<file path="config.mk">
export PLATFORM = sky130hd
export DESIGN_NAME = ahb_rr_arbiter
export DESIGN_NICKNAME = d
export VERILOG_FILES = /design/src/rtl/ahb_rr_arbiter.sv
export SDC_FILE = /design/constraint.sdc
export NUM_CORES = 1
export LEC_CHECK = 0
export ABC_AREA = 1
export BUFFER_PORTS_ARGS = -buffer_cell sky130_fd_sc_hd__clkbuf_2
export CAP_MARGIN = 20
export CORE_AREA = 10 10 73 75
export DETAILED_ROUTE_END_ITERATION = 8
export DIE_AREA = 0 0 83 85
export PLACE_DENSITY = 0.67
export SYNTH_ARGS = -nofsm -noshare
export SYNTH_HDL_FRONTEND = slang
export SYNTH_SLANG_ARGS = --single-unit
export TNS_END_PERCENT = 1
</file>
<file path="constraint.sdc">
create_clock -name HCLK -period 2.9 [get_ports HCLK]
set_clock_uncertainty 0.15 [all_clocks]
set_input_delay 0.725 -clock HCLK [delete_from_list [all_inputs] [get_ports HCLK]]
set_output_delay 0.725 -clock HCLK [all_outputs]
set_load 0.05 [all_outputs]
</file>
<file path="src/rtl/ahb_rr_arbiter.sv">
// AHB bus arbiter: round-robin or fixed-priority grant with burst-aware handover,
// locked transfers and SPLIT masking. Master 0 is the dummy master.
module ahb_rr_arbiter #(
  parameter int NUM_MASTERS    = 4,
  parameter int DEFAULT_MASTER = 1,
  parameter int RR_MODE        = 1,
  parameter int INCR_MAX       = 16
) (
  input  logic                   HCLK,
  input  logic                   HRESET,
  input  logic [NUM_MASTERS-1:0] HBUSREQ,
  input  logic [NUM_MASTERS-1:0] HLOCK,
  input  logic [1:0]             HTRANS,
  input  logic [2:0]             HBURST,
  input  logic [1:0]             HRESP,
  input  logic                   HREADY,
  input  logic [NUM_MASTERS-1:0] HSPLIT,
  output logic [NUM_MASTERS-1:0] HGRANT,
  output logic [3:0]             HMASTER,
  output logic [3:0]             HMASTERD,
  output logic                   HMASTERLOCK
);

  localparam int IW = $clog2(NUM_MASTERS);
  localparam logic [IW-1:0] DEF_IDX = IW'(DEFAULT_MASTER);
  localparam logic [IW:0] NM = (IW+1)'(NUM_MASTERS);
  localparam logic [NUM_MASTERS-1:0] DEF_GRANT = NUM_MASTERS'(1) << DEFAULT_MASTER;
  localparam logic [1:0] T_IDLE = 2'd0, T_NONSEQ = 2'd2, T_SEQ = 2'd3;
  localparam logic [1:0] RESP_RETRY = 2'd2, RESP_SPLIT = 2'd3;

  logic [NUM_MASTERS-1:0] grant, grant_nxt, mask, mask_nxt, elig;
  logic [IW-1:0]          grant_idx, grant_idx_nxt, master_idx, masterd_idx, rr_ptr, sel_idx;
  logic [IW:0]            rr_try;
  logic [5:0]             count, count_nxt;
  logic                   master_lock, sel_found, ptr_upd;
  logic                   locked, split_second, free_point, handover, lock_split;

  // Remaining beats after the NONSEQ beat; wrapping and incrementing bursts are alike.
  function automatic logic [5:0] burst_load(input logic [2:0] burst);
    case (burst)
      3'd0:       burst_load = 6'd0;
      3'd1:       burst_load = 6'(INCR_MAX - 1);
      3'd2, 3'd3: burst_load = 6'd3;
      3'd4, 3'd5: burst_load = 6'd7;
      default:    burst_load = 6'd15;
    endcase
  endfunction

  function automatic logic [5:0] sat_dec(input logic [5:0] v);
    sat_dec = (v == 6'd0) ? 6'd0 : v - 6'd1;
  endfunction

  assign locked       = HLOCK[grant_idx];
  assign split_second = (HRESP == RESP_SPLIT) && HREADY;
  assign free_point   = (HTRANS == T_IDLE)
                     || (HTRANS == T_NONSEQ && HBURST == 3'd0 && HREADY)
                     || (HTRANS == T_SEQ && HREADY && count == 6'd1)
                     || ((HRESP == RESP_RETRY || HRESP == RESP_SPLIT) && HREADY);
  // A locked owner only gives up the bus by dropping its request or being split.
  assign handover     = !HBUSREQ[grant_idx] || split_second || (!locked && free_point);
  assign lock_split   = locked && split_second;

  always_comb begin
    elig      = HBUSREQ & mask;
    elig[0]   = 1'b0;
    sel_idx   = '0;
    sel_found = 1'b0;
    rr_try    = '0;
    if (RR_MODE != 0) begin
      for (int k = 1; k <= NUM_MASTERS; k++) begin
        rr_try = {1'b0, rr_ptr} + (IW+1)'(k);
        if (rr_try >= NM) rr_try = rr_try - NM;
        if (!sel_found && rr_try != '0 && elig[rr_try[IW-1:0]]) begin
          sel_found = 1'b1;
          sel_idx   = rr_try[IW-1:0];
        end
      end
    end else begin
      for (int i = 1; i < NUM_MASTERS; i++) begin
        if (elig[i]) begin
          sel_found = 1'b1;
          sel_idx   = IW'(i);
        end
      end
    end
  end

  always_comb begin
    grant_idx_nxt = '0;
    ptr_upd       = 1'b0;
    if (lock_split) begin
      grant_idx_nxt = '0;
    end else if (sel_found) begin
      grant_idx_nxt = sel_idx;
      ptr_upd       = 1'b1;
    end else if (mask[DEF_IDX]) begin
      grant_idx_nxt = DEF_IDX;
    end
    grant_nxt = '0;
    grant_nxt[grant_idx_nxt] = 1'b1;
  end

  // A resume pulse overrides a split arriving for the same master.
  always_comb begin
    mask_nxt = mask;
    if (HRESP == RESP_SPLIT && !HREADY) mask_nxt[masterd_idx] = 1'b0;
    mask_nxt = mask_nxt | HSPLIT;
  end

  always_comb begin
    count_nxt = count;
    if (HTRANS == T_IDLE) begin
      count_nxt = '0;
    end else if (HREADY) begin
      if (HTRANS == T_NONSEQ)   count_nxt = burst_load(HBURST);
      else if (HTRANS == T_SEQ) count_nxt = sat_dec(count);
    end
  end

  always_ff @(posedge HCLK) begin
    if (HRESET) begin
      grant       <= DEF_GRANT;
      grant_idx   <= DEF_IDX;
      master_idx  <= DEF_IDX;
      masterd_idx <= DEF_IDX;
      master_lock <= 1'b0;
      mask        <= '1;
      count       <= '0;
      rr_ptr      <= DEF_IDX;
    end else begin
      mask  <= mask_nxt;
      count <= count_nxt;
      if (HREADY) begin
        master_idx  <= grant_idx;
        masterd_idx <= master_idx;
        master_lock <= HLOCK[grant_idx];
        if (handover) begin
          grant     <= grant_nxt;
          grant_idx <= grant_idx_nxt;
          if (ptr_upd) rr_ptr <= grant_idx_nxt;
        end
      end
    end
  end

  assign HGRANT      = grant;
  assign HMASTER     = 4'(master_idx);
  assign HMASTERD    = 4'(masterd_idx);
  assign HMASTERLOCK = master_lock;

endmodule

</file>
==> results.txt, run 1 <==
Initial DRC Count: 53
final instance area: 1685 um^2
top_reg_cell synth: dfxtp_1
Avg WL per Cell: 11.51 um
required time of the critical path: 2.94 ns
DIE WIDTH: 83 um
pwr/cell area: 728.7 nW/um^2
Hold Crit Class: flip-flop to flip-flop
Sink Count: 22
Reg2Reg Setup Slack: 0.49 ns
# setup viols final: 0
IO Port Bufs: 29
hold depth: 2
Worst Setup End Kind: flip-flop
TNS Setup: 0 ns
dpl ws: 0.4978 ns
P_sw: 0.0005882 W
Hold Path End: count[5]
critical setup path kind: flip-flop to flip-flop
sequential fraction of the synthesis area: 30.19%
synth top area cells: dfxtp_1 30%, nand2_1 15%, inv_1 7.7%, a21oi_1 6.9%, nor2_1 5.4%
Post-synth top cells: 58 x nand2_1, 30 x inv_1, 22 x dfxtp_1, 21 x nor2_1, 20 x a21oi_1
H-tree depth: 1
Ys Warns: 0
Fmax: 415.6 MHz
Synth area leader: dfxtp_1
Mapped Cells: 223
first-pass GRT wire length: 6216 um
ys async rst share: 0%
layout cells sized above 1: 19.37%
clock network power share: 15.2%
antenna cells: 0
core footprint: 3914 um^2
post_cts resized: 0
RSZ-0062 raised after global routing: false
worst reg2reg startpoint: rr_ptr[0]
overall global routing resource usage: 9.972%
Critical Path Fanout Max: 9
share of Yosys cell area claimed by the top area cell type: 30.19%
#FFs+latches synth: 22
total gr overflow: 0
Routed Antenna Nets: 0
number of synthesized flops with an enable pin: 0
Startpoint Class: flip-flop
fin. max-slew vios: 0
WP data arrival: 2.45 ns
DIE HEIGHT: 85 um
status: completed
Final min period: 2.406 ns
Final Hold Vio Count: 0
initial core utilization: 37.28%
drt drc: 0
Combinational Power Share: 52.2%
Critical R2R Capture: HGRANT[2]
R2R depth: 11
number of global-route vias before repair: 1402
# rows: 23
area grow syn2layout: 15.52%
Avg Inst Size Synth: 6.542 um^2
hold_ws: 0.3189 ns
Internal Pwr Total: 0.0006399 W
Synth cell types: 29
initial antenna violation count: 0
Placer Congestion: 0.8724
via count: 1406
CTS clk-pin slew, worst paths: 0.07 ns
Setup WS post-layout: 0.4937 ns
Min-Delay Startpoint: count[5]
full die area: 7055 um^2
CTS tree: done
fillers: 453
VDD IR max: 0.2574 mV
switching portion of total power: 47.89%
setup bufs post-CTS: 0
Synth Cell Area: 1459 um^2
final WL: 3487 um
I/O Pins: 35
cts hold-fix bufs: 0
Final nets: 283
DP Area: 1644 um^2
Flop pwr share: 32.7%
Final Cycle Share: 82.97%
dpl hpwl: 2900 um
total CTS buffers: 3
via-per-instance ratio: 4.640
DRT Pass-1 Iters: 4
Max-Cap Viols: 0
most common cell in the synthesized netlist: nand2_1
root buf cell: clkbuf_8
Clock Tree Buf Depth: 2
leakage: 0.8306 nW
largest net degree at the start of global routing: 14
Skew-Pair Late Insertion Delay: 0.26 ns
==> cells in the final DEF, fill, tap and decap left out, drive strengths merged <==
cell and count:
a211oi 1, a21o 1, a21oi 22, a221oi 3, a22oi 1, a31oi 1, clkbuf 32, clkinv 1
conb 4, dfxtp 22, ha 6, inv 32, nand2 61, nand3 20, nand4 6, nor2 24
nor3b 1, o211ai 1, o21a 2, o21ai 9, xor2 3
==> worst max-delay path, cell delays in order (launching register included) <==
cell and delay, ns:
dfxtp_1 0.51, inv_2 0.13, ha_1 0.43, inv_1 0.08, nand2_2 0.09, nand2_2 0.06, a21oi_1 0.19, nand4_2 0.16
o21a_1 0.24, nand2_2 0.11, nand2_1 0.07, a21oi_2 0.12
==> through the flow <==
step	cells	total power (W)	utilization [%]
2_1_floorplan	226	0.0009121	-
3_3_place_gp	300	0.001044	42.01
3_5_place_dp	300	0.001049	42.01
4_1_cts	303	0.001234	43.06
5_1_grt	303	0.001329	43.06
6_report	303	0.001228	43.06
==> worst max path at each step <==
stage | from | endpoint | cells past startpoint
2_1_floorplan | rr_ptr[0] | HGRANT[2] | 11
3_3_place_gp | rr_ptr[0] | HGRANT[2] | 11
3_5_place_dp | HTRANS[1] | HGRANT[3] | 11
4_1_cts | rr_ptr[0] | HGRANT[2] | 11
5_1_grt | rr_ptr[0] | HGRANT[2] | 11
6_report | rr_ptr[0] | HGRANT[2] | 11
==> kinds of logic (layout without fill, tap and decap cells) <==
family,Yosys count,in the layout,share of synthesized area (%)
other,1,4,0.2570
and+or+nand+nor,112,112,35.34
buffers and inverters,38,65,10.81
xor gates and xnor gates,3,3,1.801
DFF,22,22,30.19
AOI/OAI and AO/OA,41,41,16.47
adders and majority gates,6,6,5.146
==> final cells by class <==
type                            instances  area [um^2]  area share [%]
Multi-Input combinational cell        166        872.1           51.74
Sequential cell                        22        440.4           26.13
Timing Repair Buffer                   29        145.1           8.612
Inverter                               33        123.9           7.350
Tap cell                               50        62.56           3.712
Clock buffer                            3        41.29           2.450
==> routing by layer <==
| metal | routed length (um) | GRT usage (%) | vias up |
|---|---|---|---|
| li1 | - | - | 780 |
| met2 | 1565 | 16.78 | 26 |
| met5 | 0 | 0 | - |
| met3 | 150 | 2.103 | 2 |
| met4 | 22 | 2.786 | 0 |
| met1 | 1748 | 12.49 | 598 |
==> power groups by stage <==
stage | clock network (W) | logic, W | registers, W
CTS | 0.000190 | 0.000644 | 0.000401
global placement | 0 | 0.000636 | 0.000408
detailed placement | 0 | 0.000642 | 0.000408
global route | 0.000200 | 0.000717 | 0.000411
floorplan | 0 | 0.000413 | 0.000499
finish | 0.000186 | 0.000641 | 0.000401
==> registers in the layout, indices dropped and copies added (netlist names) <==
| signal | flops |
|---|---|
| rr_ptr | 2 |
| count | 6 |
| HMASTERLOCK | 1 |
| HGRANT | 4 |
| masterd_idx | 2 |
| mask | 3 |
| master_idx | 2 |
| grant_idx | 2 |
(Power assumes the default switching activity.)
==> run 2: changes to the inputs <==
--- a/config.mk
+++ b/config.mk
@@ -11,7 +11,7 @@
 export CORE_AREA = 10 10 73 75
 export DETAILED_ROUTE_END_ITERATION = 8
 export DIE_AREA = 0 0 83 85
-export PLACE_DENSITY = 0.67
+export PLACE_DENSITY = 0.69
 export SYNTH_ARGS = -nofsm -noshare
 export SYNTH_HDL_FRONTEND = slang
 export SYNTH_SLANG_ARGS = --single-unit
==> constraint.sdc (replaced) <==
create_clock -name HCLK -period 2 [get_ports HCLK]
set_clock_uncertainty 0.15 [all_clocks]
set_input_delay 0.5 -clock HCLK [delete_from_list [all_inputs] [get_ports HCLK]]
set_output_delay 0.5 -clock HCLK [all_outputs]
set_load 0.05 [all_outputs]
==> run 2 against run 1 <==
Flip-flop and latch count unchanged; register-to-register slack got worse by 0.43 ns; critical path type unchanged; routed wire length increased by 3.0%; largest cell class unchanged; global-route usage decreased by 0.26 points; sequential power increased by 39%; core utilization increased by 3.8 points; maximum frequency increased by 24%; die area unchanged.
==> results.txt, run 2 (same netlist as run 1, synthesis figures left out) <==
initial antenna violation count: 0 (unchanged)
CTS tree: done
Fmax: 516.0 MHz (+24%)
overall global routing resource usage: 9.709% (-0.26 points)
register area: 442.9 um^2 (+0.57%)
critical path launch point: rr_ptr[0]
critical setup path kind: flip-flop to flip-flop
hold depth: 3 (+1)
Startpoint Class: flip-flop
most common cell after layout, fill and taps aside: nand2_1
Skew-Pair Late Insertion Delay: 0.26 ns (about the same)
Hold Crit Class: input pin to flip-flop
Setup WS post-layout: 0.06212 ns (-0.4316 ns)
Reg2Reg Setup Slack: 0.06 ns (-0.43 ns)
I/O Pins: 35 (unchanged)
VDD IR max: 0.5147 mV (+100%)
via-per-instance ratio: 4.707 (+1.4%)
dpl hpwl: 2992 um (+3.2%)
via count: 1492 (+6.1%)
Routed Antenna Nets: 0 (unchanged)
root buf cell: clkbuf_8
Critical Path Fanout Max: 6 (-3)
most flop-heavy register: count
IO Port Bufs: 29 (unchanged)
RSZ-0062 raised after global routing: true
Final Hold Vio Count: 0 (unchanged)
most frequent cells in the layout: 56 x nand2_1, 29 x clkbuf_2, 27 x inv_1, 20 x dfxtp_1, 20 x nor2_1
Final min period: 1.938 ns (-0.4684 ns)
# setup viols final: 0 (unchanged)
Critical R2R Capture: HGRANT[1]
worst reg2reg startpoint: rr_ptr[0]
final WL: 3592 um (+3.0%)
drt drc: 0 (unchanged)
CTS clk-pin slew, worst paths: 0.07 ns (about the same)
number of global-route vias before repair: 1320 (-5.8%)
Placer Congestion: 0.9187 (+5.3%)
max reg flops: 6 (unchanged)
footprint of the multi-input gates: 912.1 um^2 (+4.6%)
Initial DRC Count: 51 (-3.8%)
Clock Tree Buf Depth: 2 (unchanged)
DIE WIDTH: 83 um (unchanged)
dpl ws: -0.06851 ns (-0.5664 ns)
total gr overflow: 0 (unchanged)
DRT Pass-1 Iters: 4 (unchanged)
pwr/cell area: 1067 nW/um^2 (+46%)
WP data arrival: 1.94 ns (-0.51 ns)
largest net degree at the start of global routing: 14 (unchanged)
hold_ws: 0.2611 ns (-0.05779 ns)
area grow syn2layout: 25.64%
fin. max-slew vios: 0 (unchanged)
# rows: 23 (unchanged)
Worst Setup End Kind: flip-flop
fillers: 435 (-4.0%)
Power, Total: 0.001955 W (+59%)
Final Cycle Share: 96.89% (+14 points)
leakage: 0.8993 nW (+8.3%)
Final nets: 297 (+4.9%)
core footprint: 3914 um^2 (unchanged)
Hold Path End: mask[2]
Sink Count: 22 (unchanged)
total CTS buffers: 3 (unchanged)
Min-Delay Startpoint: HSPLIT[2]
full die area: 7055 um^2 (unchanged)
Max-Cap Viols: 0 (unchanged)
Avg WL per Cell: 11.33 um (-1.5%)
TNS Setup: 0 ns (unchanged)
required time of the critical path: 2.01 ns (-0.93 ns)
DIE HEIGHT: 85 um (unchanged)
first-pass GRT wire length: 5844 um (-6.0%)
initial core utilization: 37.28% (unchanged)
H-tree depth: 1 (unchanged)
status: completed
antenna cells: 0 (unchanged)
layout cells sized above 1: 27.72% (+8.3 points)
R2R depth: 11 (unchanged)
-- run 2: cell type report --
type                       instances  share of cell area [%]
sequential                        22                   24.16
inverter                          33                   6.758
timing repair buffer              43                   13.65
tap                               50                   3.413
multi-input combinational        166                   49.76
clock buffer                       3                   2.253
-- run 2: worst max-delay path, cell delays in order (launching register included) --
cell and delay [ns]:
dfxtp_2 0.34, inv_2 0.05, ha_4 0.30, inv_2 0.04, nand2_2 0.07, nand2_2 0.07, a21oi_2 0.16, nand4_2 0.13
o21a_1 0.26, nand2_2 0.10, buf_4 0.12, o21ai_1 0.05
-- run 2: per-stage QoR --
step | utilization, % | cells | cell area, um^2
CTS | 45.72 | 315 | 1789
global placement | 44.66 | 312 | 1748
detailed placement | 44.66 | 312 | 1748
finish | 46.84 | 317 | 1833
floorplan | - | 226 | 1484
global route | 46.84 | 317 | 1833
-- run 2: how the worst max path moves through the flow --
stage,end,slack [ns],depth (start not counted)
2_1_floorplan,HGRANT[2],0.04,11
3_3_place_gp,HGRANT[3],-0.04,12
3_5_place_dp,HGRANT[3],-0.07,12
4_1_cts,HGRANT[2],0.01,11
5_1_grt,grant_idx[1],-0.06,12
6_report,HGRANT[1],0.06,11
-- run 2: layer usage --
metal  up-vias  wire (um)  track usage, %
met3         8        209           3.059
li1        805          -               -
met1       639       1716           12.30
met4         0         64           4.180
met5         -          0               0
met2        40       1602           14.75
-- run 2: report_power, final --
part           switching [W]  total (W)  leakage (nW)  internal [W]
sequential         0.0000434   0.000556         0.180      0.000512
clock               0.000136   0.000270        0.0216      0.000135
combinational       0.000735    0.00113         0.698      0.000394
-- run 2: what timing repair did --
item | 4_1_cts | 5_1_grt
resized for setup | 0 | 11
buffers inserted | 0 | 2
endpoints found under the setup margin | 0 | 8
hold buffers | 0 | 0
==> run 3: changes to the inputs <==
--- a/config.mk
+++ b/config.mk
@@ -8,9 +8,9 @@
 export ABC_AREA = 1
 export BUFFER_PORTS_ARGS = -buffer_cell sky130_fd_sc_hd__clkbuf_2
 export CAP_MARGIN = 20
-export CORE_AREA = 10 10 73 75
+export CORE_AREA = 10 10 86 65
 export DETAILED_ROUTE_END_ITERATION = 8
-export DIE_AREA = 0 0 83 85
+export DIE_AREA = 0 0 96 75
 export PLACE_DENSITY = 0.69
 export SYNTH_ARGS = -nofsm -noshare
 export SYNTH_HDL_FRONTEND = slang
==> constraint.sdc (replaced) <==
create_clock -name HCLK -period 1.6 [get_ports HCLK]
set_clock_uncertainty 0.15 [all_clocks]
set_input_delay 0.4 -clock HCLK [delete_from_list [all_inputs] [get_ports HCLK]]
set_output_delay 0.4 -clock HCLK [all_outputs]
set_load 0.05 [all_outputs]
==> run 3 against run 2 <==
The flow now finishes with violations (negative setup slack); clock power increased by 91%; global-route usage rose by 1.6 points; cell area increased by 12%; largest power group unchanged.
==> results.txt, run 3 (same netlist as run 1, synthesis figures left out) <==
status: complete, but fails checks
failing checks: negative setup slack
# rows: 19 (-17%)
Largest stage delay, worst path: 0.37 ns (+0.03 ns)
Hold Crit Class: input pin to flip-flop
leakage: 1.014 nW (+13%)
cell mode on critical path: nand2_2
Sink Count: 22 (unchanged)
register area: 445.4 um^2 (+0.56%)
full die area: 7200 um^2 (+2.1%)
hold_ws: 0.1597 ns (-0.1014 ns)
Routed Antenna Nets: 0 (unchanged)
pwr/cell area: 1349 nW/um^2 (+27%)
most flop-heavy register: count
number of global-route vias before repair: 1491 (+13%)
final core occ: 52.73% (+5.9 points)
worst-path cell chain: inv_4 > ha_4 > inv_2 > nand2_2 > nand2_2 > nand2_2 > nand3_2 > nor2_4 > nand3_2 > a21oi_4 > nand3_1 > a21oi_2
first-pass GRT wire length: 6637 um (+14%)
drt drc: 0 (unchanged)
fin. max-slew vios: 0 (unchanged)
Startpoint Class: flip-flop
final WL: 4003 um (+11%)
CTS clk-pin slew, worst paths: 0.08 ns (about the same)
# setup viols final: 8 (+8)
Setup WS post-layout: -0.3408 ns (-0.4029 ns)
Critical Path Fanout Max: 5 (-1)
Skew-Pair Late Insertion Delay: 0.26 ns (about the same)
fillers: 394 (-9.4%)
Clock Tree Buf Depth: 2 (unchanged)
I/O Pins: 35 (unchanged)
Max-Cap Viols: 0 (unchanged)
initial core utilization: 37.42% (+0.14 points)
Worst Setup End Kind: flip-flop
area grow syn2layout: 40.91%
overall global routing resource usage: 11.28% (+1.6 points)
CTS tree: done
Final min period: 1.941 ns (+0.002866 ns)
IO Port Bufs: 29 (unchanged)
most frequent cells in the layout: 54 x nand2_1, 35 x buf_4, 29 x clkbuf_2, 27 x inv_1, 20 x dfxtp_1
Final Hold Vio Count: 0 (unchanged)
critical setup path kind: flip-flop to flip-flop
Initial DRC Count: 82 (+61%)
Avg WL per Cell: 11.74 um (+3.6%)
Final nets: 318 (+7.1%)
initial antenna violation count: 0 (unchanged)
required time of the critical path: 1.65 ns (-0.36 ns)
WP data arrival: 1.99 ns (+0.05 ns)
largest net degree at the start of global routing: 14 (unchanged)
most common cell after layout, fill and taps aside: nand2_1
DIE HEIGHT: 75 um (-12%)
antenna cells: 0 (unchanged)
via count: 1581 (+6.0%)
TNS Setup: -2.384 ns (-2.384 ns)
footprint of the multi-input gates: 939.7 um^2 (+3.0%)
max reg flops: 6 (unchanged)
core footprint: 3899 um^2 (-0.38%)
cts hold-fix bufs: 0 (unchanged)
Placer Congestion: 0.9228 (+0.45%)
dpl ws: -0.3612 ns (-0.2927 ns)
RSZ-0062 raised after global routing: true
DRT Pass-1 Iters: 4 (unchanged)
layout cells sized above 1: 36.33% (+8.6 points)
Final Cycle Share: 121.3% (+24 points)
dpl hpwl: 3295 um (+10%)
H-tree depth: 1 (unchanged)
via-per-instance ratio: 4.636 (-1.5%)
DIE WIDTH: 96 um (+16%)
total CTS buffers: 3 (unchanged)
CP max-delay cell: dfxtp_4
Fmax: 515.3 MHz (-0.15%)
total gr overflow: 0 (unchanged)
root buf cell: clkbuf_8
VDD IR max: 0.9448 mV (+84%)
-- run 3: report_power, final --
group	switching [W]	internal (W)	total, W
combinational	0.000976	0.000574	0.00155
clock	0.000183	0.000334	0.000517
sequential	0.0000626	0.000643	0.000705
total	0.00122	0.00155	0.00277
-- run 3: repair_timing --
action                                 4_1_cts  5_1_grt
buffers inserted                             0        1
endpoints found under the hold margin        0        0
setup endpoints to repair                    8       10
gates cloned                                 0        0
gates resized for setup                      1       15
pin swaps                                    4        5
-- run 3: worst max-delay path, delay by kind of cell, from the launching register on --
kind	cells	cell delay, ns
adders and majority gates	1	0.29
buffers and inverters	2	0.08
AOI/OAI and AO/OA	2	0.32
DFF	1	0.37
and+or+nand+nor	7	0.68
-- run 3: routing by layer --
metal | vias to the layer above | part of all wire, % | track usage (%)
met5 | - | 0 | 0
met4 | 0 | 0.27 | 1.468
met3 | 2 | 8.0 | 4.071
met2 | 40 | 41 | 16.60
met1 | 685 | 51 | 15.68
li1 | 854 | - | -
-- run 3: cell type report --
| cell class | instances | share of cell area (%) |
|---|---|---|
| clock buffer | 3 | 2.009 |
| tap | 52 | 3.165 |
| timing repair buffer | 64 | 19.84 |
| inverter | 33 | 6.147 |
| sequential | 22 | 21.67 |
| clock inverter | 1 | 1.461 |
| multi-input combinational | 166 | 45.71 |
-- run 3: through the flow --
step                      cells  instance area, um^2  total power, W
after floorplan             226                 1496        0.001708
after global placement      336                 1928        0.002128
after detailed placement    336                 1928        0.002146
after CTS                   340                 2002        0.002678
after global routing        341                 2056        0.002981
final                       341                 2056        0.002774
-- run 3: final timing paths --
path                                start        end  slack [ns]  depth (start not counted)
worst max register to register  rr_ptr[0]  HGRANT[3]       -0.34                         12
worst min-delay path            HSPLIT[2]    mask[2]        0.16                          3
worst max-delay path            rr_ptr[0]  HGRANT[3]       -0.34                         12
worst min register to register   count[5]   count[5]        0.32                          2
